### config.mk
export PLATFORM = sky130hd
export DESIGN_NAME = lsu_dc1_arb
export DESIGN_NICKNAME = d
export VERILOG_FILES = /design/src/rtl/lsu_dc1_arb.sv
export SDC_FILE = /design/constraint.sdc
export NUM_CORES = 1
export LEC_CHECK = 0
export ABC_AREA = 1
export CAP_MARGIN = 20
export CORE_ASPECT_RATIO = 0.6
export CORE_MARGIN = 3
export CORE_UTILIZATION = 46
export DETAILED_ROUTE_END_ITERATION = 16
export GPL_TIMING_DRIVEN = 0
export PLACE_DENSITY = 0.81
export RECOVER_POWER = 50
export REMOVE_ABC_BUFFERS = 1
export SKIP_LAST_GASP = 1
export SLEW_MARGIN = 20
export SYNTH_ARGS = -nofsm -noshare
export SYNTH_HDL_FRONTEND = slang
export SYNTH_SLANG_ARGS = --single-unit
### constraint.sdc
create_clock -name clk -period 3.2 [get_ports clk]
set_input_delay 0.64 -clock clk [delete_from_list [all_inputs] [get_ports clk]]
set_output_delay 0.64 -clock clk [all_outputs]
set_load 0.05 [all_outputs]
### src/rtl/lsu_dc1_arb.sv
// rtl/lsu_dc1_arb.sv - DC0 core/DMA arbiter with starvation guard, registers the DC1 address-check packet
module lsu_dc1_arb #(
  parameter int DMA_STARVE_LIMIT = 15
) (
  input  logic        clk,
  input  logic        rst_l,
  input  logic        lsu_freeze,
  input  logic        core_valid_dc0,
  input  logic [31:0] core_addr_dc0,
  input  logic [1:0]  core_size_dc0,
  input  logic        core_store_dc0,
  output logic        core_stall_dc0,
  input  logic        dma_req,
  input  logic [31:0] dma_addr,
  input  logic [1:0]  dma_size,
  input  logic        dma_write,
  output logic        dma_ready,
  output logic        pkt_valid_dc1,
  output logic        pkt_dma_dc1,
  output logic        pkt_store_dc1,
  output logic        pkt_by_dc1,
  output logic        pkt_half_dc1,
  output logic        pkt_word_dc1,
  output logic [31:0] start_addr_dc1,
  output logic [31:0] end_addr_dc1,
  output logic        dma_forced
);

  typedef enum logic {NORM = 1'b0, FORCE = 1'b1} state_t;

  localparam logic [3:0] LIMIT = 4'(DMA_STARVE_LIMIT);

  state_t      state, state_nxt;
  logic [3:0]  cnt, cnt_nxt;
  logic        core_gnt, dma_gnt, adv;
  logic [31:0] win_addr, win_end;
  logic [1:0]  win_size;
  logic        win_store;
  logic [1:0]  win_off;

  // Combinational outputs are gated by reset so every port reads 0 while rst_l is low.
  assign adv = rst_l & ~lsu_freeze;

  always_comb begin
    core_gnt = 1'b0;
    dma_gnt  = 1'b0;
    if (adv) begin
      if (state == FORCE && dma_req) dma_gnt = 1'b1;
      else if (core_valid_dc0)       core_gnt = 1'b1;
      else if (dma_req)              dma_gnt = 1'b1;
    end
  end

  assign core_stall_dc0 = rst_l & core_valid_dc0 & ~core_gnt;
  assign dma_ready      = dma_gnt;
  assign dma_forced     = (state == FORCE);

  always_comb begin
    cnt_nxt   = cnt;
    state_nxt = state;
    if (!lsu_freeze) begin
      if (!dma_req || dma_gnt) cnt_nxt = 4'd0;
      else if (cnt < LIMIT)    cnt_nxt = cnt + 4'd1;
      case (state)
        NORM:    if (cnt_nxt == LIMIT)      state_nxt = FORCE;
        FORCE:   if (dma_gnt || !dma_req)   state_nxt = NORM;
        default: state_nxt = NORM;
      endcase
    end
  end

  always_comb begin
    win_addr  = dma_gnt ? dma_addr  : core_addr_dc0;
    win_size  = dma_gnt ? dma_size  : core_size_dc0;
    win_store = dma_gnt ? dma_write : core_store_dc0;
    case (win_size)
      2'd0:    win_off = 2'd0;
      2'd1:    win_off = 2'd1;
      default: win_off = 2'd3;
    endcase
    // Carry out of bit 31 is dropped on purpose; the region check catches wrapped ranges.
    win_end = win_addr + {30'd0, win_off};
  end

  always_ff @(posedge clk or negedge rst_l) begin
    if (!rst_l) begin
      state <= NORM;
      cnt   <= 4'd0;
    end else begin
      state <= state_nxt;
      cnt   <= cnt_nxt;
    end
  end

  always_ff @(posedge clk or negedge rst_l) begin
    if (!rst_l) begin
      pkt_valid_dc1  <= 1'b0;
      pkt_dma_dc1    <= 1'b0;
      pkt_store_dc1  <= 1'b0;
      pkt_by_dc1     <= 1'b0;
      pkt_half_dc1   <= 1'b0;
      pkt_word_dc1   <= 1'b0;
      start_addr_dc1 <= 32'd0;
      end_addr_dc1   <= 32'd0;
    end else if (!lsu_freeze) begin
      pkt_valid_dc1 <= core_gnt | dma_gnt;
      pkt_dma_dc1   <= dma_gnt;
      if (core_gnt || dma_gnt) begin
        pkt_store_dc1  <= win_store;
        pkt_by_dc1     <= (win_size == 2'd0);
        pkt_half_dc1   <= (win_size == 2'd1);
        pkt_word_dc1   <= win_size[1];
        start_addr_dc1 <= win_addr;
        end_addr_dc1   <= win_end;
      end
    end
  end

endmodule

After elaboration in Yosys (flattened, before gate mapping) --
Cells that the tools add are included.
Storage, ports and cells: flip-flop bits (word level) 75, input bits 75, output and inout port bits 73, logic and storage cells 45
Cells by class: $add $sub $neg 2, magnitude comparators 1, eq/ne operators 2, muxes and demuxes 17, bitwise operators 7, reductions and logical operators 6
Operator list (count):
- adder 32 x 2 -> 32 bit | 1
- 2-to-1 mux 32 bit | 1
- 2-to-1 mux 4 bit | 3
- 2-to-1 mux 1 bit | 10
- adder 4 x 1 -> 4 bit (second input constant) | 1
- == test 4 bit (second input constant) | 1
- less-than comparator 4 bit (second input constant) | 1
- one-hot mux 2 bit (2 select lines) | 1
- AND 1 bit | 3
- inverter 1 bit | 3
- == test 2 x 1 -> 1 bit (second input constant) | 1
- logical NOT 2 bit | 1
- logical OR 1 bit | 2
- 2-to-1 mux 2 bit | 1
- one-hot mux 1 bit (2 select lines) | 1
- AND reduction 2 bit | 1
- logical AND 1 bit | 1
- logical NOT 1 bit | 1
- bitwise OR 1 bit | 1

Logic depth before layout (Yosys ltp) --
depth after elaboration 10, mapped depth 18, mapped depth without buffers 18

Least setup slack after synthesis --
No wires, ideal clock.
path type input port to flip-flop, from input rst_l, to register end_addr_dc1[30], library setup time 125 ps, arrival time 2982 ps, required time 3075 ps, setup slack 93 ps, cell stages on the path 18, buffers on the path 0, cells stage by stage inv_1 -> nor2_4 -> nand3_4 -> inv_2 -> or2_2 -> o21ai_1 -> nand2_1 -> ha_1 -> inv_1 -> fa_1 -> inv_1 -> nand3_2 -> nor2_4 -> nand3_2 -> nor2_2 -> nand3_1 -> nand2_1 -> nand3_1
Between the ends: longest elaborated chain between the ends 6, elaborated cells between the ends (all ways) 11, those cells by class add/sub: 1; eq/ne: 1; mux: 5; bitwise: 1; reduce/logical: 3
Ends and longest elaborated chain:
- start: declaration | line 6 | input logic rst_l,
- AND 1 bit (*) | line 42 | assign adv = rst_l & ~lsu_freeze;
- 2-to-1 mux 1 bit (*) | line 47 | if (adv) begin
- net dma_ready | line 17 | output logic dma_ready,
- 2-to-1 mux 2 bit | line 74 | win_size = dma_gnt ? dma_size : core_size_dc0;
- == test 2 x 1 -> 1 bit / logical NOT 2 bit (equally long branches) | line 76 | case (win_size)
- one-hot mux 2 bit (2 select lines) | line 76
- adder 32 x 2 -> 32 bit | line 82 | win_end = win_addr + {30'd0, win_off};
- end signal: assignment | line 114 | end_addr_dc1 <= win_end;
- end: declaration | line 25 | output logic [31:0] end_addr_dc1,
The timed path passes the listed nets; every way through them passes the cells marked *. A chain may end at the register's enable or synchronous reset.

Worst setup path in the final report --
from input dma_req, to register end_addr_dc1[28]
Between the ends: elaborated cells between the ends (all ways) 15, those cells by class add/sub: 1; eq/ne: 1; mux: 9; reduce/logical: 4
RTL lines:
- start: declaration | line 13 | input logic dma_req,
- 2-to-1 mux 1 bit | line 50 | else if (dma_req) dma_gnt = 1'b1;
- 2-to-1 mux 1 bit | line 49 | else if (core_valid_dc0) core_gnt = 1'b1;
- 2-to-1 mux 1 bit (*) | line 48 | if (state == FORCE && dma_req) dma_gnt = 1'b1;
- 2-to-1 mux 1 bit (*) | line 47
- 2-to-1 mux 32 bit (*) | line 73 | win_addr = dma_gnt ? dma_addr : core_addr_dc0;
- net win_addr[0] | line 36 | logic [31:0] win_addr, win_end;
- adder 32 x 2 -> 32 bit (*) | line 82
Marked as above.

==> flow_summary.toml <==
[status]
status = "complete, but fails checks"
violations = "max-capacitance violations, max-slew violations"

[placed_design]
port_buffers = 147
placed_area_um2 = 5990
post-place-ws_ns = -1.80
gp_congestion = 0.896
place_hpwl_mm = 9.97

[sta]
hold_slack_ns = 0.103
finClkSkew_ns = 0.00592
fmax_mhz = 332
finalSetupTns_ns = 0
maxSlewHeadroom = -0.676
finalSetupViolCount = 0
tightest_slew_ns = 2.51
slew_violations = 47
fin_crit_sh = 0.940
setup_slack_ns = 0.191
rsz0062_at_grt = "no"
min_period_ns = 3.01
finalHoldViolCount = 0

[final_layout]
final_area_um2 = 6340
insertedDiodeCount = 0
layout-drive-gt1-share = 0.0969
synthToLayoutAreaGrowth_pct = 45.4
fin_nets = 828
nFillCells = 691

[global_routing]
grt_usage = 0.273
grt_pass1_vias = 4596
grt_start_max_net_pins = 47
overflow = 0
grt_pass1_wl_mm = 23.0
antenna_found_initial = 0

[synth]
netlist_instances = 600
synth_cell_type_count = 39
synth_top_cell_by_area = "dfrtp_1"
yosys_warnings = 0
synth_edf_count = 0
synthArstFlopShare = 1.00
netlist_area_um2 = 4360
yosys-top-cells-area = "dfrtp_1, nand2_1, nor2_1, nand3_1, inv_1"
syn_avg_cell_area_um2 = 7.27
synth_flop_cell = "dfrtp_1"
ys_seq_area_frac = 0.430
synth.ff_latch_count = 75
synth_top_area_frac = 0.430

[critical_path]
critPathMaxFanout = 7
required_ns = 3.41
path_class = "input pin to flip-flop"
cp.arrival_ns = 3.22
critPathLaunchType = "input pin"
crit_path_end_kind = "flip-flop"
ff2ff_path_depth = 18

[clock_network]
cts_sinks = 75
cts_tree = "built"
clk_pin_slew_ns = 0.06
cts_buffer_depth = 2
cts_root_buffer = "clkbuf_16"
numCtsBuffers = 9
clk_latency_ns = 0.33
cts.htree.levels = 3

[hold_path]
hp-class = "input pin to async pin"

[routing]
vias_per_cell = 5.35
firstDrtPassIters = 5
post-route-drc-count = 0
dr_total_vias = 4702
drt_wl_total_mm = 14.4
wl_per_cell_um = 16.4
ant_nets = 0
first_iter_violations = 318

[pwr]
peakVddDrop_uv = 303
cellLeakagePower_nw = 2.92
finalPower_mw = 3.45
p_per_area_nw_per_um2 = 544

[floorplanning]
die_area_um2 = 10700
die_w_um = 132
ios = 148
rows = 26
chipHeight_um = 81.5
start_util = 0.493
fp.coreArea_um2 = 8850

[run]
maxCapViolations = 1
==> sequential cells by signal, indices dropped and copies added, names as in the netlist <==
register / cells
pkt_dma_dc1: 1
pkt_by_dc1: 1
pkt_half_dc1: 1
pkt_store_dc1: 1
cnt: 4
end_addr_dc1: 32
dma_forced: 1
pkt_valid_dc1: 1
pkt_word_dc1: 1
start_addr_dc1: 32
==> cells in the final DEF (no fill, tap or decap), types with 2 or more instances in the layout <==
cell type	count
o211ai_1	4
buf_16	4
dlygate4sd3_1	26
nand2_1	169
or2_2	3
inv_1	55
o21ai_0	21
a21oi_1	5
o21ai_1	8
xor2_1	4
clkbuf_1	3
nor2_1	96
nor2_4	8
nand2_4	2
nor2_2	6
nand3_2	6
nand2_2	7
nand3_1	63
a31oi_1	4
clkbuf_16	9
clkdlybuf4s50_1	117
o21ai_2	7
dfrtp_1	75
inv_2	3
nand4_1	8
a211oi_1	3
clkbuf_2	3
clkinv_2	2
ha_1	3
clkbuf_8	3
buf_4	5
o31ai_1	4
nor3_1	4
==> cell type report <==
type	count	area, µm²	area share
repair buffers	159	1630	0.257
multi-input cells	445	2170	0.342
clock buffers	13	270	0.0426
clock inverters	2	10.0	0.00158
flip-flops and latches	75	1880	0.296
inverters	59	229	0.0361
well taps	126	158	0.0249
==> Yosys cell counts (3+ instances only) <==
| library cell | n |
|---|---|
| a211oi_1 | 3 |
| a21oi_1 | 5 |
| a31oi_1 | 4 |
| buf_2 | 8 |
| buf_6 | 6 |
| clkbuf_1 | 7 |
| dfrtp_1 | 75 |
| ha_1 | 3 |
| inv_1 | 55 |
| inv_2 | 4 |
| nand2_1 | 170 |
| nand2_2 | 7 |
| nand3_1 | 63 |
| nand3_2 | 4 |
| nand4_1 | 8 |
| nor2_1 | 96 |
| nor2_2 | 9 |
| nor2_4 | 5 |
| nor3_1 | 4 |
| o211ai_1 | 4 |
| o21ai_0 | 22 |
| o21ai_1 | 8 |
| o21ai_2 | 6 |
| o31ai_1 | 4 |
| or2_2 | 3 |
| xor2_1 | 4 |
==> timing repair <==
action | in CTS | in global routing
pin swaps | 6 | 3
setup buffers | 6 | 0
resized for setup | 15 | 8
gates cloned | 2 | 1
endpoints found under the hold margin | 0 | 0
setup endpoints to repair | 34 | 18
hold buffers | 0 | 0
==> metrics by stage <==
step                utilization  instances
floorplan                     -        577
global placement          0.661        850
detailed placement        0.677        855
finish                    0.717        879
CTS                       0.722        878
global route              0.717        879
==> report_power, final <==
| part | switching [mW] | internal (mW) | leakage (nW) |
|---|---|---|---|
| Clock | 0.382 | 0.582 | 0.141 |
| Combinational | 0.869 | 0.433 | 1.87 |
| Sequential | 0.0857 | 1.10 | 0.905 |
| Total | 1.34 | 2.11 | 2.92 |
==> final timing paths <==
check                                   from                 to  slack [ns]
max in group asynchronous              rst_l       pkt_half_dc1        0.51
min reg2reg                start_addr_dc1[1]  start_addr_dc1[1]        0.48
max                                  dma_req   end_addr_dc1[28]        0.19
min in group clk           start_addr_dc1[1]  start_addr_dc1[1]        0.48
min                                    rst_l   end_addr_dc1[31]        0.10
max reg2reg                       dma_forced   end_addr_dc1[28]        0.21
==> critical path: stages <==
cell and delay, ns:
clkdlybuf4s15_2 0.29, nand3_4 0.19, buf_4 0.21, buf_4 0.17, nand2_1 0.07, nand2_1 0.08
ha_1 0.17, inv_1 0.06, fa_1 0.38, inv_1 0.08, nand3_2 0.11, nor2_4 0.18
nand3_2 0.15, nor2_4 0.20, nand3_1 0.09, nand2_1 0.07, nand3_1 0.07
==> metal layers <==
layer | GRT usage | wire [µm]
met1 | 0.365 | 6380
met4 | 0.0818 | 218
met5 | 0 | 0
met3 | 0.0734 | 1350
met2 | 0.442 | 6480
==> cell families (layout without fill, tap and decap cells) <==
family,count (synthesis),after routing,synth area share
AO/OA/AOI/OAI,60,60,0.0834
XOR/XNOR,5,5,0.0100
adder cells (fa/ha/maj),4,4,0.0132
buffers and inverters,82,233,0.0840
flip-flops,75,75,0.430
multiplexers,1,1,0.00229
AND/OR/NAND/NOR,373,375,0.377
Note: power is estimated with default switching activity, not from simulation.
==> edit 1: new RTL, config.mk and constraints unchanged <==
Make the reset (`rst_l`) synchronous in 2 clocked blocks.
--- a/src/rtl/lsu_dc1_arb.sv
+++ b/src/rtl/lsu_dc1_arb.sv
@@ -82,7 +82,7 @@
     win_end = win_addr + {30'd0, win_off};
   end
 
-  always_ff @(posedge clk or negedge rst_l) begin
+  always_ff @(posedge clk) begin
     if (!rst_l) begin
       state <= NORM;
       cnt   <= 4'd0;
@@ -92,7 +92,7 @@
     end
   end
 
-  always_ff @(posedge clk or negedge rst_l) begin
+  always_ff @(posedge clk) begin
     if (!rst_l) begin
       pkt_valid_dc1  <= 1'b0;
       pkt_dma_dc1    <= 1'b0;
Check against the original RTL: differs if rst_l is asserted again (counterexample within 4 cycles, from zero or initial values and one cycle with rst_l low); with rst_l held inactive, the same outputs for 4 cycles.
==> edit 1 against the original RTL <==
Worst hold slack better by 0.34 ns. Count of clock-buffer cells in the layout decreased by 2. Synthesized area up 1.1%. Clock power grew 22%. Total power decreased by 13%. Global-route usage rose by 2.1 points. Routed wire length rose by 12%. Register-to-register slack got worse by 0.03 ns. Critical path depth did not move. Final area is 2.2% higher. Sequential cell count unchanged. Setup slack got worse by 0.033 ns. Largest cell class unchanged. Largest power group is now clock.
==> edit 1: results (changes against the original RTL) <==
clock_tree:
  clk_latency_ns: 0.34
  cts_htree_levels: 3  # unchanged
  cts_buffer_depth: 2  # unchanged
  root_buffer: "clkbuf_16"  # unchanged
  cts_buffers: 9  # unchanged
  clkSlewWorstSetupHoldPaths_ns: 0.06  # about the same
logic_synthesis:
  synth_xor_area_frac: 0.00993  # was 0.0100
  synth_compound_area_frac: 0.106  # was 0.0834
  synth.distinct_cells: 44  # was 39
  yosysSeqAreaShare: 0.340  # was 0.430
  yosys_warnings: 0  # unchanged
  synthTopCellsByArea: "dfxtp_1 34%, nand2_1 20%, nand3_1 6.8%, inv_1 6.1%, nor2_1 4.5%"  # was dfrtp_1 43%, nand2_1 15%, nor2_1 8.3%, nand3_1 7.2%, inv_1 4.7%
  synth_fa_ha_area_frac: 0.0130  # was 0.0132
  async_flop_share: 0  # was 1.00
  synth_common_cells: "239 x nand2_1, 75 x dfxtp_1, 72 x inv_1, 60 x nand3_1, 53 x nor2_1"  # was 170 x nand2_1, 96 x nor2_1, 75 x dfrtp_1, 63 x nand3_1, 55 x inv_1
  synthMuxAreaShare: 0.00227  # was 0.00229
route:
  vias_per_cell: 5.47  # was 5.35
  drt_iter0_drc: 511  # was 318
  drt-total-wl_mm: 16.1  # was 14.4 mm
  wl_met3_mm: 2.05  # was 1.35 mm
  dr.max_layer_used: "met4"  # unchanged
  wl_met1_mm: 6.83  # was 6.38 mm
  wl_met2_mm: 6.89  # was 6.48 mm
  drt_pass1_iterations: 6  # was 5
global_routing:
  grt_max_degree: 45  # was 47
  grt_pass1_vias: 5042  # was 4596
  antenna_found_initial: 0  # unchanged
  grt_use_total: 0.293  # was 0.273
  grt_pass1_wl_mm: 25.4  # was 23.0 mm
pwr:
  p_sw_frac: 0.315  # was 0.388
  vdd_drop_max_mv: 0.276  # was 0.303 mV
  clk-power_mw: 1.18  # was 0.964 mW
  p_seq_frac: 0.345  # was 0.343
  p_leak_nw: 3.15  # was 2.92 nW
place:
  portBuffers: 147  # unchanged
  placed_area_um2: 5960  # was 5990 um^2
  place_congestion: 0.940  # was 0.896
  post-dp-hpwl_mm: 10.6  # was 9.97 mm
cells_and_area:
  nFillCells: 720  # was 691
  fin_nets: 909  # was 828
  drive_gt1_frac: 0.114  # was 0.0969
  fin_area_um2: 6480  # was 6340 um^2
  reg_top3: "end_addr_dc1: 32 flops, start_addr_dc1: 32 flops, cnt: 4 flops"  # unchanged
  antenna_cells: 0  # unchanged
run_status:
  outcome: "complete, no violations"  # was finished, violations left
sta:
  fin_skew_ns: 0.00647  # was 0.00592 ns
  slew_headroom: 0.441  # was -0.676
min_path:
  hold_path.class: "flip-flop to flip-flop"  # was input pin to asynchronous set/reset pin
setup_path:
  crit_arrival_ns: 3.27  # was 3.22 ns
  critPathMaxFanout: 15  # was 7
[edit 1: path summary, 6_finish.rpt]
path,slack [ns],endpoint,cells after the start,start
max reg2reg,0.18,end_addr_dc1[31],16,dma_forced
max,0.16,end_addr_dc1[31],17,rst_l
min reg2reg,0.45,start_addr_dc1[31],2,start_addr_dc1[31]
min,0.45,start_addr_dc1[31],2,start_addr_dc1[31]
[edit 1: timing repair]
action	CTS	global route
setup endpoints to repair	70	24
pin swaps	4	7
setup buffers	6	4
resized for setup	16	15
cloned	3	1
[edit 1: layer usage]
layer,GRT usage,vias to the layer above
li1,-,2464
met1,0.372,2393
met2,0.484,349
met3,0.0900,49
met4,0.0965,0
met5,0,-
[edit 1: final cells by class]
cell class | count | area share
clock buffers | 11 | 0.0374
clock inverters | 5 | 0.0154
inverters | 82 | 0.0490
multi-input cells | 501 | 0.386
flip-flops and latches | 75 | 0.232
well taps | 126 | 0.0243
repair buffers | 161 | 0.256
[edit 1: critical path: stages]
cell     delay (ns)
buf_16         0.14
inv_4          0.09
nor2_4         0.12
nand3_4        0.17
buf_12         0.19
or2_2          0.28
o21ai_2        0.10
inv_1          0.08
ha_1           0.29
a21o_1         0.12
nand3_2        0.13
nor2_4         0.25
nand3_4        0.15
nor2_8         0.18
nand3_1        0.11
o21ai_1        0.15
nor2_1         0.06
[edit 1: per-stage QoR]
step / instances / setup slack (ns) / power (mW)
6_report: 961 / 0.157 / 2.99
5_1_grt: 961 / -0.0111 / 3.08
4_1_cts: 956 / 0.00610 / 2.99
3_5_place_dp: 931 / -2.26 / 1.81
3_3_place_gp: 928 / -4.12 / 1.78
2_1_floorplan: 655 / -0.958 / 1.49
==> edit 2: new RTL, config.mk and constraints unchanged <==
Made on the original files. Set the parameter `DMA_STARVE_LIMIT` to 7 (it was 15).
--- a/src/rtl/lsu_dc1_arb.sv
+++ b/src/rtl/lsu_dc1_arb.sv
@@ -1,6 +1,6 @@
 // rtl/lsu_dc1_arb.sv - DC0 core/DMA arbiter with starvation guard, registers the DC1 address-check packet
 module lsu_dc1_arb #(
-  parameter int DMA_STARVE_LIMIT = 15
+  parameter int DMA_STARVE_LIMIT = 7
 ) (
   input  logic        clk,
   input  logic        rst_l,
Function: changed (a bounded check fails within 10 cycles, from zero or initial values and one cycle with rst_l low).
==> edit 2 against the original RTL <==
Setup slack got worse by 0.13 ns. Final area rose by 2.1%. Largest power group unchanged. Register-to-register slack improved by 0.08 ns. Sequential cell count did not move. Total power rose by 2.4%. Synthesized area rose by 0.29%. Sequential share of layout area fell by 0.62 points. Routed wire length rose by 6.0%.
==> edit 2: results (changes against the original RTL) <==
clock_tree:
  root_buffer: "clkbuf_16"  # unchanged
  clk_latency_ns: 0.34
  cts_htree_levels: 3  # unchanged
  clkSlewWorstSetupHoldPaths_ns: 0.05
  cts_buffer_depth: 2  # unchanged
  cts_buffers: 9  # unchanged
place:
  post-dp-hpwl_mm: 10.1  # was 9.97 mm
  dp_slack_ns: -2.10  # was -1.80 ns
  portBuffers: 147  # unchanged
  placed_area_um2: 5920  # was 5990 um^2
  place_congestion: 0.844  # was 0.896
sta:
  max_freq_mhz: 319  # was 332 MHz
  tightest_slew_ns: 1.20  # was 2.51 ns
  fin_skew_ns: 0.00363  # was 0.00592 ns
global_routing:
  antenna_found_initial: 0  # unchanged
  grt_pass1_vias: 4681  # was 4596
  grt_use_total: 0.290  # was 0.273
  grt_pass1_wl_mm: 24.4  # was 23.0 mm
  grt_max_degree: 87  # was 47
setup_path:
  r2r_slack_ns: 0.29  # was 0.21 ns
  critPathTopFamily: "simple AND/OR/NAND/NOR gates"  # unchanged
  slowest_delay_ns: 0.44  # was 0.38 ns
  critPathMaxFanout: 6  # was 7
  cp_slowest_cell: "dlygate4sd2_1"  # was fa_1
  crit_arrival_ns: 3.35  # was 3.22 ns
route:
  drt_pass1_iterations: 6  # was 5
  drt_iter0_drc: 295  # was 318
  vias_per_cell: 5.38  # was 5.35
  wl_per_cell_um: 17.1  # was 16.4 um
cells_and_area:
  drive_gt1_frac: 0.100  # was 0.0969
  fin_nets: 844  # was 828
  antenna_cells: 0  # unchanged
  reg_top3: "end_addr_dc1: 32 flops, start_addr_dc1: 32 flops, cnt: 4 flops"  # unchanged
  nFillCells: 677  # was 691
logic_synthesis:
  synth_common_cells: "192 x nand2_1, 86 x nor2_1, 75 x dfrtp_1, 60 x nand3_1, 53 x inv_1"  # was 170 x nand2_1, 96 x nor2_1, 75 x dfrtp_1, 63 x nand3_1, 55 x inv_1
  synthTopCellsByArea: "dfrtp_1 43%, nand2_1 16%, nor2_1 7.4%, nand3_1 6.9%, inv_1 4.5%"  # was dfrtp_1 43%, nand2_1 15%, nor2_1 8.3%, nand3_1 7.2%, inv_1 4.7%
  yosysSeqAreaShare: 0.429  # was 0.430
  ys.flop_type: "dfrtp_1"  # unchanged
  yosys_warnings: 0  # unchanged
  async_flop_share: 1.00  # unchanged
  synth.distinct_cells: 40  # was 39
pwr:
  p_leak_nw: 3.03  # was 2.92 nW
  power.switching_mw: 1.35  # was 1.34 mW
  vdd_drop_max_mv: 0.317  # was 0.303 mV
run_status:
  outcome: "complete, no violations"  # was finished, violations left
min_path:
  hold_path.class: "input pin to asynchronous set/reset pin"  # unchanged
-- edit 2: area by class of cell --
type,instances,share of cell area
Clock buffer,13,0.0402
Clock inverter,2,0.00541
Inverter,57,0.0359
Multi-Input combinational cell,451,0.340
Sequential cell,75,0.290
Tap cell,126,0.0243
Timing Repair Buffer,171,0.265
-- edit 2: power groups by stage --
stage	Clock, mW	Combinational, mW	Sequential (mW)
final	1.02	1.32	1.19
after global routing	1.08	1.40	1.20
after CTS	1.03	1.35	1.19
after detailed placement	0	1.31	1.20
after global placement	0	1.28	1.19
after floorplan	0	0.275	1.70
-- edit 2: timing repair --
action / in CTS / in global routing
buffers inserted: 14 / 4
resized for setup: 16 / 11
pin swaps: 6 / 6
gates cloned: 5 / 0
endpoints found under the setup margin: 38 / 23
-- edit 2: logic make-up after synthesis --
group	count (synthesis)	share of synthesized area
adders and majority gates	4	0.0132
xor gates and xnor gates	4	0.00801
AOI/OAI and AO/OA	62	0.0838
muxes	2	0.00457
DFF	75	0.429
and+or+nand+nor	377	0.377
buffers and inverters	81	0.0849
-- edit 2: per-stage QoR --
stage / std cells / util / TNS [ns] / hold slack, ns
after floorplan: 581 / - / -13.00 / 0.344
after CTS: 891 / 0.734 / 0 / 0.105
final: 895 / 0.730 / 0 / 0.432
after detailed placement: 857 / 0.667 / -61.85 / 0.466
after global routing: 895 / 0.730 / -0.0668 / 0.489
after global placement: 854 / 0.659 / -474.94 / 0.457
-- edit 2: layer usage --
layer,track usage,wire length [um]
met1,0.381,6570
met2,0.475,6940
met3,0.0942,1580
met4,0.0692,199
met5,0,0
-- edit 2: path summary, 6_finish.rpt --
path,startpoint,endpoint,cells past startpoint
setup / recovery,dma_req,end_addr_dc1[24],15
hold / removal,rst_l,start_addr_dc1[8],1
setup reg to reg,dma_forced,end_addr_dc1[24],16
hold reg to reg,start_addr_dc1[12],start_addr_dc1[12],2
max in group asynchronous,rst_l,end_addr_dc1[17],3
min in group clk,start_addr_dc1[12],start_addr_dc1[12],2
-- edit 2: worst reg2reg max path, cell delays in order, from the launching register on --
cell,delay [ns]
dfrtp_1,0.39
inv_1,0.10
nand2_4,0.09
nand3_4,0.15
buf_6,0.20
mux2i_1,0.14
nand2_1,0.09
ha_2,0.19
inv_1,0.05
fa_2,0.34
nand3b_1,0.25
nor2_4,0.21
nand2_4,0.11
nor2_4,0.16
nand2_2,0.09
o21ai_1,0.14
nand3_1,0.09
